<file path="config.mk">
export PLATFORM = sky130hd
export DESIGN_NAME = alu_cmd_sequencer
export DESIGN_NICKNAME = d
export VERILOG_FILES = /design/src/rtl/alu_cmd_sequencer_pkg.sv /design/src/rtl/alu_cmd_sequencer_ctr.sv /design/src/rtl/alu_cmd_sequencer.sv
export SDC_FILE = /design/constraint.sdc
export NUM_CORES = 1
export LEC_CHECK = 0
export BUFFER_PORTS_ARGS = -buffer_cell sky130_fd_sc_hd__buf_2
export CORE_MARGIN = 4
export CORE_UTILIZATION = 55
export CTS_BUF_LIST = sky130_fd_sc_hd__clkbuf_16
export DETAILED_ROUTE_END_ITERATION = 16
export GPL_ROUTABILITY_DRIVEN = 0
export PLACE_DENSITY = 0.78
export SLEW_MARGIN = 20
export SYNTH_ARGS = -nofsm -noshare
export SYNTH_HDL_FRONTEND = slang
export SYNTH_HIERARCHICAL = 1
export SYNTH_SLANG_ARGS = --single-unit
</file>
<file path="constraint.sdc">
create_clock -name clk -period 6.3 [get_ports clk]
set_input_delay 1.575 -clock clk [delete_from_list [all_inputs] [get_ports clk]]
set_output_delay 1.575 -clock clk [all_outputs]
set_load 0.01 [all_outputs]
</file>
<file path="src/rtl/alu_cmd_sequencer_pkg.sv">
// Shared definitions for the ALU command sequencer: FSM state encoding,
// opcode values, response status codes and the response byte selector.
package alu_cmd_sequencer_pkg;

  typedef enum logic [2:0] {
    S_IDLE  = 3'd0,
    S_GET_A = 3'd1,
    S_GET_B = 3'd2,
    S_CHECK = 3'd3,
    S_EXEC  = 3'd4,
    S_SEND  = 3'd5
  } state_t;

  localparam logic [2:0] OP_ADD = 3'd0;
  localparam logic [2:0] OP_SUB = 3'd1;
  localparam logic [2:0] OP_MUL = 3'd2;
  localparam logic [2:0] OP_AND = 3'd3;
  localparam logic [2:0] OP_DIV = 3'd4;

  localparam logic [7:0] STAT_OK    = 8'h00;
  localparam logic [7:0] STAT_BADOP = 8'hE1;
  localparam logic [7:0] STAT_DIV0  = 8'hE2;

  localparam int RESP_LEN = 5;

  // Byte order of a response frame: status, result high, result low, rem, zf.
  function automatic logic [7:0] resp_byte(input logic [2:0]  idx,
                                           input logic [7:0]  status,
                                           input logic [15:0] result,
                                           input logic [7:0]  rem,
                                           input logic        zf);
    logic [7:0] b;
    case (idx)
      3'd0:    b = status;
      3'd1:    b = result[15:8];
      3'd2:    b = result[7:0];
      3'd3:    b = rem;
      3'd4:    b = {7'b0, zf};
      default: b = 8'h00;
    endcase
    return b;
  endfunction

endpackage

</file>
<file path="src/rtl/alu_cmd_sequencer_ctr.sv">
// seq_timeout_ctr: cycle counter with terminal-count pulse.
// Ports:
//   clk, rst_n : clock, asynchronous active-low reset
//   clr        : synchronous clear (has priority over en)
//   en         : count enable
//   tc         : high while en is set and the count sits at COUNT-1
module seq_timeout_ctr #(
  parameter int COUNT = 1000
) (
  input  logic clk,
  input  logic rst_n,
  input  logic clr,
  input  logic en,
  output logic tc
);

  localparam int W = (COUNT > 1) ? $clog2(COUNT) : 1;
  localparam logic [W-1:0] LAST = W'(COUNT - 1);

  logic [W-1:0] cnt;

  assign tc = en && (cnt == LAST);

  // Saturates at LAST; the owner leaves the counting state on tc.
  always_ff @(posedge clk or negedge rst_n) begin
    if (!rst_n) begin
      cnt <= '0;
    end else if (clr) begin
      cnt <= '0;
    end else if (en && !tc) begin
      cnt <= cnt + 1'b1;
    end
  end

endmodule

</file>
<file path="src/rtl/alu_cmd_sequencer.sv">
// alu_cmd_sequencer: collects a 3-byte command (opcode, A, B) from the RX
// byte stream, runs it on the external clocked ALU and returns a response
// frame over a valid/ready TX byte interface.
// Ports:
//   clk, rst_n                    : clock, asynchronous active-low reset
//   rx_data, rx_valid             : received byte and its one-cycle strobe
//   tx_data, tx_valid, tx_ready   : response byte stream (valid/ready)
//   alu_a, alu_b, alu_sel         : ALU operands and operation select
//   alu_result, alu_rem, alu_zf   : ALU outputs, valid ALU_LAT cycles later
//   busy                          : high whenever not idle
//   frame_err                     : one-cycle pulse on timeout or overrun
module alu_cmd_sequencer
  import alu_cmd_sequencer_pkg::*;
#(
  parameter int ALU_LAT        = 2,
  parameter int TIMEOUT_CYCLES = 1000,
  parameter int OP_MAX         = 4
) (
  input  logic        clk,
  input  logic        rst_n,
  input  logic [7:0]  rx_data,
  input  logic        rx_valid,
  output logic [7:0]  tx_data,
  output logic        tx_valid,
  input  logic        tx_ready,
  output logic [7:0]  alu_a,
  output logic [7:0]  alu_b,
  output logic [2:0]  alu_sel,
  input  logic [15:0] alu_result,
  input  logic [7:0]  alu_rem,
  input  logic        alu_zf,
  output logic        busy,
  output logic        frame_err
);

  state_t      state, state_n;
  logic [2:0]  opcode, opcode_n;
  logic [7:0]  a_lat, a_lat_n, b_lat, b_lat_n;
  logic [7:0]  status, status_n;
  logic [15:0] result_r, result_n;
  logic [7:0]  rem_r, rem_n;
  logic        zf_r, zf_n;
  logic [2:0]  idx, idx_n, last_idx, last_idx_n;
  logic [7:0]  tx_data_n, alu_a_n, alu_b_n;
  logic [2:0]  alu_sel_n;
  logic        tx_valid_n, busy_n, frame_err_n;

  logic in_frame, to_clr, to_tc, ex_tc;

  assign in_frame = (state == S_GET_A) || (state == S_GET_B);
  // Idle keeps the counter at zero so GET_A always starts from a clean count.
  assign to_clr   = (state == S_IDLE) || (in_frame && rx_valid);

  seq_timeout_ctr #(.COUNT(TIMEOUT_CYCLES)) u_timeout (
    .clk   (clk),
    .rst_n (rst_n),
    .clr   (to_clr),
    .en    (in_frame && !rx_valid),
    .tc    (to_tc)
  );

  seq_timeout_ctr #(.COUNT(ALU_LAT)) u_exec_wait (
    .clk   (clk),
    .rst_n (rst_n),
    .clr   (state != S_EXEC),
    .en    (state == S_EXEC),
    .tc    (ex_tc)
  );

  always_comb begin
    state_n     = state;
    opcode_n    = opcode;
    a_lat_n     = a_lat;
    b_lat_n     = b_lat;
    status_n    = status;
    result_n    = result_r;
    rem_n       = rem_r;
    zf_n        = zf_r;
    idx_n       = idx;
    last_idx_n  = last_idx;
    tx_data_n   = tx_data;
    tx_valid_n  = tx_valid;
    alu_a_n     = alu_a;
    alu_b_n     = alu_b;
    alu_sel_n   = alu_sel;
    frame_err_n = 1'b0;

    case (state)
      S_IDLE: begin
        if (rx_valid) begin
          opcode_n = rx_data[2:0];
          state_n  = S_GET_A;
        end
      end
      S_GET_A: begin
        if (rx_valid) begin
          a_lat_n = rx_data;
          state_n = S_GET_B;
        end else if (to_tc) begin
          frame_err_n = 1'b1;
          state_n     = S_IDLE;
        end
      end
      S_GET_B: begin
        if (rx_valid) begin
          b_lat_n = rx_data;
          state_n = S_CHECK;
        end else if (to_tc) begin
          frame_err_n = 1'b1;
          state_n     = S_IDLE;
        end
      end
      S_CHECK: begin
        idx_n = 3'd0;
        if (int'(opcode) > OP_MAX) begin
          status_n   = STAT_BADOP;
          last_idx_n = 3'd0;
          state_n    = S_SEND;
        end else if ((opcode == OP_DIV) && (b_lat == 8'h00)) begin
          status_n   = STAT_DIV0;
          last_idx_n = 3'd0;
          state_n    = S_SEND;
        end else begin
          status_n   = STAT_OK;
          last_idx_n = 3'(RESP_LEN - 1);
          alu_a_n    = a_lat;
          alu_b_n    = b_lat;
          alu_sel_n  = opcode;
          state_n    = S_EXEC;
        end
      end
      S_EXEC: begin
        if (ex_tc) begin
          result_n = alu_result;
          rem_n    = alu_rem;
          zf_n     = alu_zf;
          state_n  = S_SEND;
        end
      end
      S_SEND: begin
        // Present a byte, wait for acceptance, drop valid for one cycle.
        if (!tx_valid) begin
          tx_valid_n = 1'b1;
          tx_data_n  = resp_byte(idx, status, result_r, rem_r, zf_r);
        end else if (tx_ready) begin
          tx_valid_n = 1'b0;
          if (idx == last_idx) begin
            idx_n   = 3'd0;
            state_n = S_IDLE;
          end else begin
            idx_n = idx + 3'd1;
          end
        end
      end
      default: state_n = S_IDLE;
    endcase

    // Bytes arriving while a command is in flight are discarded.
    if (rx_valid && ((state == S_CHECK) || (state == S_EXEC) || (state == S_SEND))) begin
      frame_err_n = 1'b1;
    end

    busy_n = (state_n != S_IDLE);
  end

  always_ff @(posedge clk or negedge rst_n) begin
    if (!rst_n) begin
      state     <= S_IDLE;
      opcode    <= '0;
      a_lat     <= '0;
      b_lat     <= '0;
      status    <= '0;
      result_r  <= '0;
      rem_r     <= '0;
      zf_r      <= 1'b0;
      idx       <= '0;
      last_idx  <= '0;
      tx_data   <= '0;
      tx_valid  <= 1'b0;
      alu_a     <= '0;
      alu_b     <= '0;
      alu_sel   <= '0;
      busy      <= 1'b0;
      frame_err <= 1'b0;
    end else begin
      state     <= state_n;
      opcode    <= opcode_n;
      a_lat     <= a_lat_n;
      b_lat     <= b_lat_n;
      status    <= status_n;
      result_r  <= result_n;
      rem_r     <= rem_n;
      zf_r      <= zf_n;
      idx       <= idx_n;
      last_idx  <= last_idx_n;
      tx_data   <= tx_data_n;
      tx_valid  <= tx_valid_n;
      alu_a     <= alu_a_n;
      alu_b     <= alu_b_n;
      alu_sel   <= alu_sel_n;
      busy      <= busy_n;
      frame_err <= frame_err_n;
    end
  end

endmodule
</file>
==> impl_metrics.env <==
export IMPL_swShare_pct=33.7
export IMPL_drt_total_wl_um=8990
export IMPL_r2r_start="state[1]$_DFF_PN0_"
export IMPL_grt_ovfl_total=0
export IMPL_antenna_cells=0
export IMPL_numCtsBuffers=9
export IMPL_hold_viol_final=0
export IMPL_worstHoldStart="tx_data[2]$_DFFE_PN0P_"
export IMPL_yosys_top_cells_area="dfrtp_1 54%, mux2_2 8.7%, mux2_4 8.6%, a21oi_1 2.4%, o21ai_0 1.8%"
export IMPL_drv_slew=0
export IMPL_synth_edf_count=0
export IMPL_grt_total_usage_pct=20.1
export IMPL_cts_tree="built"
export IMPL_numClockSinks=95
export IMPL_io_buffer_count=66
export IMPL_num_rows=32
export IMPL_cts_setup_buffers=0
export IMPL_syn_area_per_cell_um2=12.9
export IMPL_die_y_um=97.2
export IMPL_ys_types=60
export IMPL_p_int_mw=1.35
export IMPL_yosysSeqAreaShare_pct=54.3
export IMPL_finalPower_mw=2.04
export IMPL_synth_top_area_cell="dfrtp_1"
export IMPL_clock_skew_final_ns=0.00920
export IMPL_end_kind="flop"
export IMPL_htree_levels=3
export IMPL_vias=2901
export IMPL_cts_root_buf="clkbuf_16"
export IMPL_run_status="finished, final reports clean"
export IMPL_first_iter_violations=127
export IMPL_p_clk_share_pct=26.5
export IMPL_dr_pass1_iters=4
export IMPL_dp_cells=497
export IMPL_ioPinCount=67
export IMPL_cts_hold_buf=0
export IMPL_whs_endpoint="tx_data[2]$_DFFE_PN0P_"
export IMPL_syn_area_um2=4380
export IMPL_drive_gt1_share_pct=38.4
export IMPL_powerDensity_nw_per_um2=404
export IMPL_post_layout_nonfiller_instances=513
export IMPL_initial_core_util_pct=56.7
export IMPL_critPathKind="in -> reg"
export IMPL_fin_nets=449
export IMPL_fp_dieW_um=97.2
export IMPL_final_period_utilization_pct=50.1
export IMPL_p_sw_uw=686
export IMPL_clock_fmax_mhz=317
export IMPL_maxSlewHeadroom_pct=34.0
export IMPL_hold_ws_ns=0.480
export IMPL_clkTransAtPathRegs_ns=0.07
export IMPL_setup_tns_ns=0
export IMPL_synth_most_common_cell="dfrtp_1"
export IMPL_synth_async_reset_ratio_pct=100
export IMPL_syn_to_final_growth_pct=15.3
export IMPL_insertion_delay_ns=0.35
export IMPL_p_comb_share_pct=27.7
export IMPL_ff2ff_setup_slack_ns=3.68
export IMPL_hpwlAfterDp_um=6070
export IMPL_syn_inst=340
export IMPL_arrival_ns=3.42
export IMPL_core_area_um2=7730
export IMPL_whs_path_depth=2
export IMPL_via_per_inst=5.65
export IMPL_period_minus_slack_ns=3.15
export IMPL_grt_max_degree=55
export IMPL_hold_path_class="reg -> reg"
export IMPL_grt_pass1_vias=3028
export IMPL_synth_common_cells="95 x dfrtp_1, 34 x mux2_2, 25 x mux2_4"
export IMPL_setup_violations=0
export IMPL_vdd_drop_max_mv=0.212
export IMPL_cts_buffer_depth=2
export IMPL_final_util_pct=65.3
export IMPL_grt_pass1_wl_um=15200
export IMPL_synth_ff_type="dfrtp_1"
export IMPL_cts_resized=0
export IMPL_ys_seq_elements=95
export IMPL_seqPwrFrac_pct=45.8
export IMPL_avgRoutedWirePerCell_um=17.5
export IMPL_antenna_left=0
export IMPL_synth_warnings=6
export IMPL_antenna_found_initial=0
export IMPL_synth_top_area_share_pct=54.3
export IMPL_maxCapViolations=0
export IMPL_reg2reg_depth=8
export IMPL_drc_errors=0
export IMPL_dieArea_um2=9450
export IMPL_cp_max_fo=7
export IMPL_start_kind="primary input"
export IMPL_tightest_slew_ns=0.989
export IMPL_syn_nets=383
export IMPL_reg2reg_to="frame_err$_DFF_PN0_"
export IMPL_grt_setup_unrepaired="false"
export IMPL_crit_required_ns=6.57
export IMPL_p_leak_nw=2.42
[stage by stage]
step / worst slack, ns / cell area, um2
detailed placement: 2.79 / 4740
floorplan: 3.21 / 4380
finish: 3.15 / 5050
global placement: 2.94 / 4740
global route: 2.99 / 5050
CTS: 3.16 / 5050
[placed cells by master (no fill, tap or decap), types with 6 or more instances in the layout]
cell type	Yosys	layout
clkbuf_16	0	9
nor2b_1	7	7
inv_1	7	7
nand3_1	6	6
dfrtp_1	95	95
nor2_1	12	12
nor3_1	6	6
mux2_2	34	34
buf_2	3	65
o21ai_0	16	16
ha_1	6	6
mux2_4	25	25
nand2_1	21	21
a21oi_1	21	21
[power groups by stage]
stage / clock, mW / sequential, mW / combinational [mW]
2_1_floorplan: 0 / 0.918 / 0.395
4_1_cts: 0.552 / 0.932 / 0.574
6_report: 0.540 / 0.932 / 0.565
5_1_grt: 0.581 / 0.957 / 0.625
3_3_place_gp: 0 / 0.929 / 0.545
3_5_place_dp: 0 / 0.939 / 0.567
[worst max path at each step]
stage / from / endpoint / cells after the start
after floorplan: rx_valid / frame_err$_DFF_PN0_ / 7
after global placement: rx_valid / frame_err$_DFF_PN0_ / 8
after detailed placement: rx_valid / frame_err$_DFF_PN0_ / 8
after CTS: rx_valid / frame_err$_DFF_PN0_ / 8
after global routing: rx_valid / frame_err$_DFF_PN0_ / 8
final: rx_valid / frame_err$_DFF_PN0_ / 8
[kinds of logic (layout without fill, tap and decap cells)]
group	after synthesis	after routing	share of synthesized area, %
DFF	95	95	54.3
and+or+nand+nor	86	86	12.1
AOI/OAI and AO/OA	66	66	9.89
muxes	62	62	18.1
buffers and inverters	22	93	3.31
adders and majority gates	6	6	1.71
xor gates and xnor gates	3	3	0.600
[final cells by class]
class                      count  area (um2)
fill                         585        2680
inverter                       9        33.8
timing repair buffer          68         348
sequential                    95        2380
clock buffer                   9         225
clock inverter                 7        80.1
multi-input combinational    223        1860
tap                          102         128
[routing by layer]
metal	share of wire (%)	GRT usage [%]	routed length, um	vias up
li1	-	-	-	1368
met1	43	24.8	3890	1464
met2	51	34.2	4610	60
met3	4.2	5.89	381	9
met4	1.2	6.28	108	0
met5	0	0	0	-
[flip-flops by register name, summed over array words and instances (netlist names), 8 cells and up]
signal,flops
tx_data,8
alu_b,8
alu_a,8
rem_r,8
b_lat,8
result_r,16
u_timeout/cnt,10
a_lat,8
[worst max-delay path, cell delays in order]
cell and delay (ns):
buf_2 0.14, nor3_1 0.55, inv_1 0.15, nor2_1 0.20
or3b_2 0.46, a21oi_1 0.15, a31oi_1 0.05, o22ai_1 0.14
(Power assumes the default switching activity.)
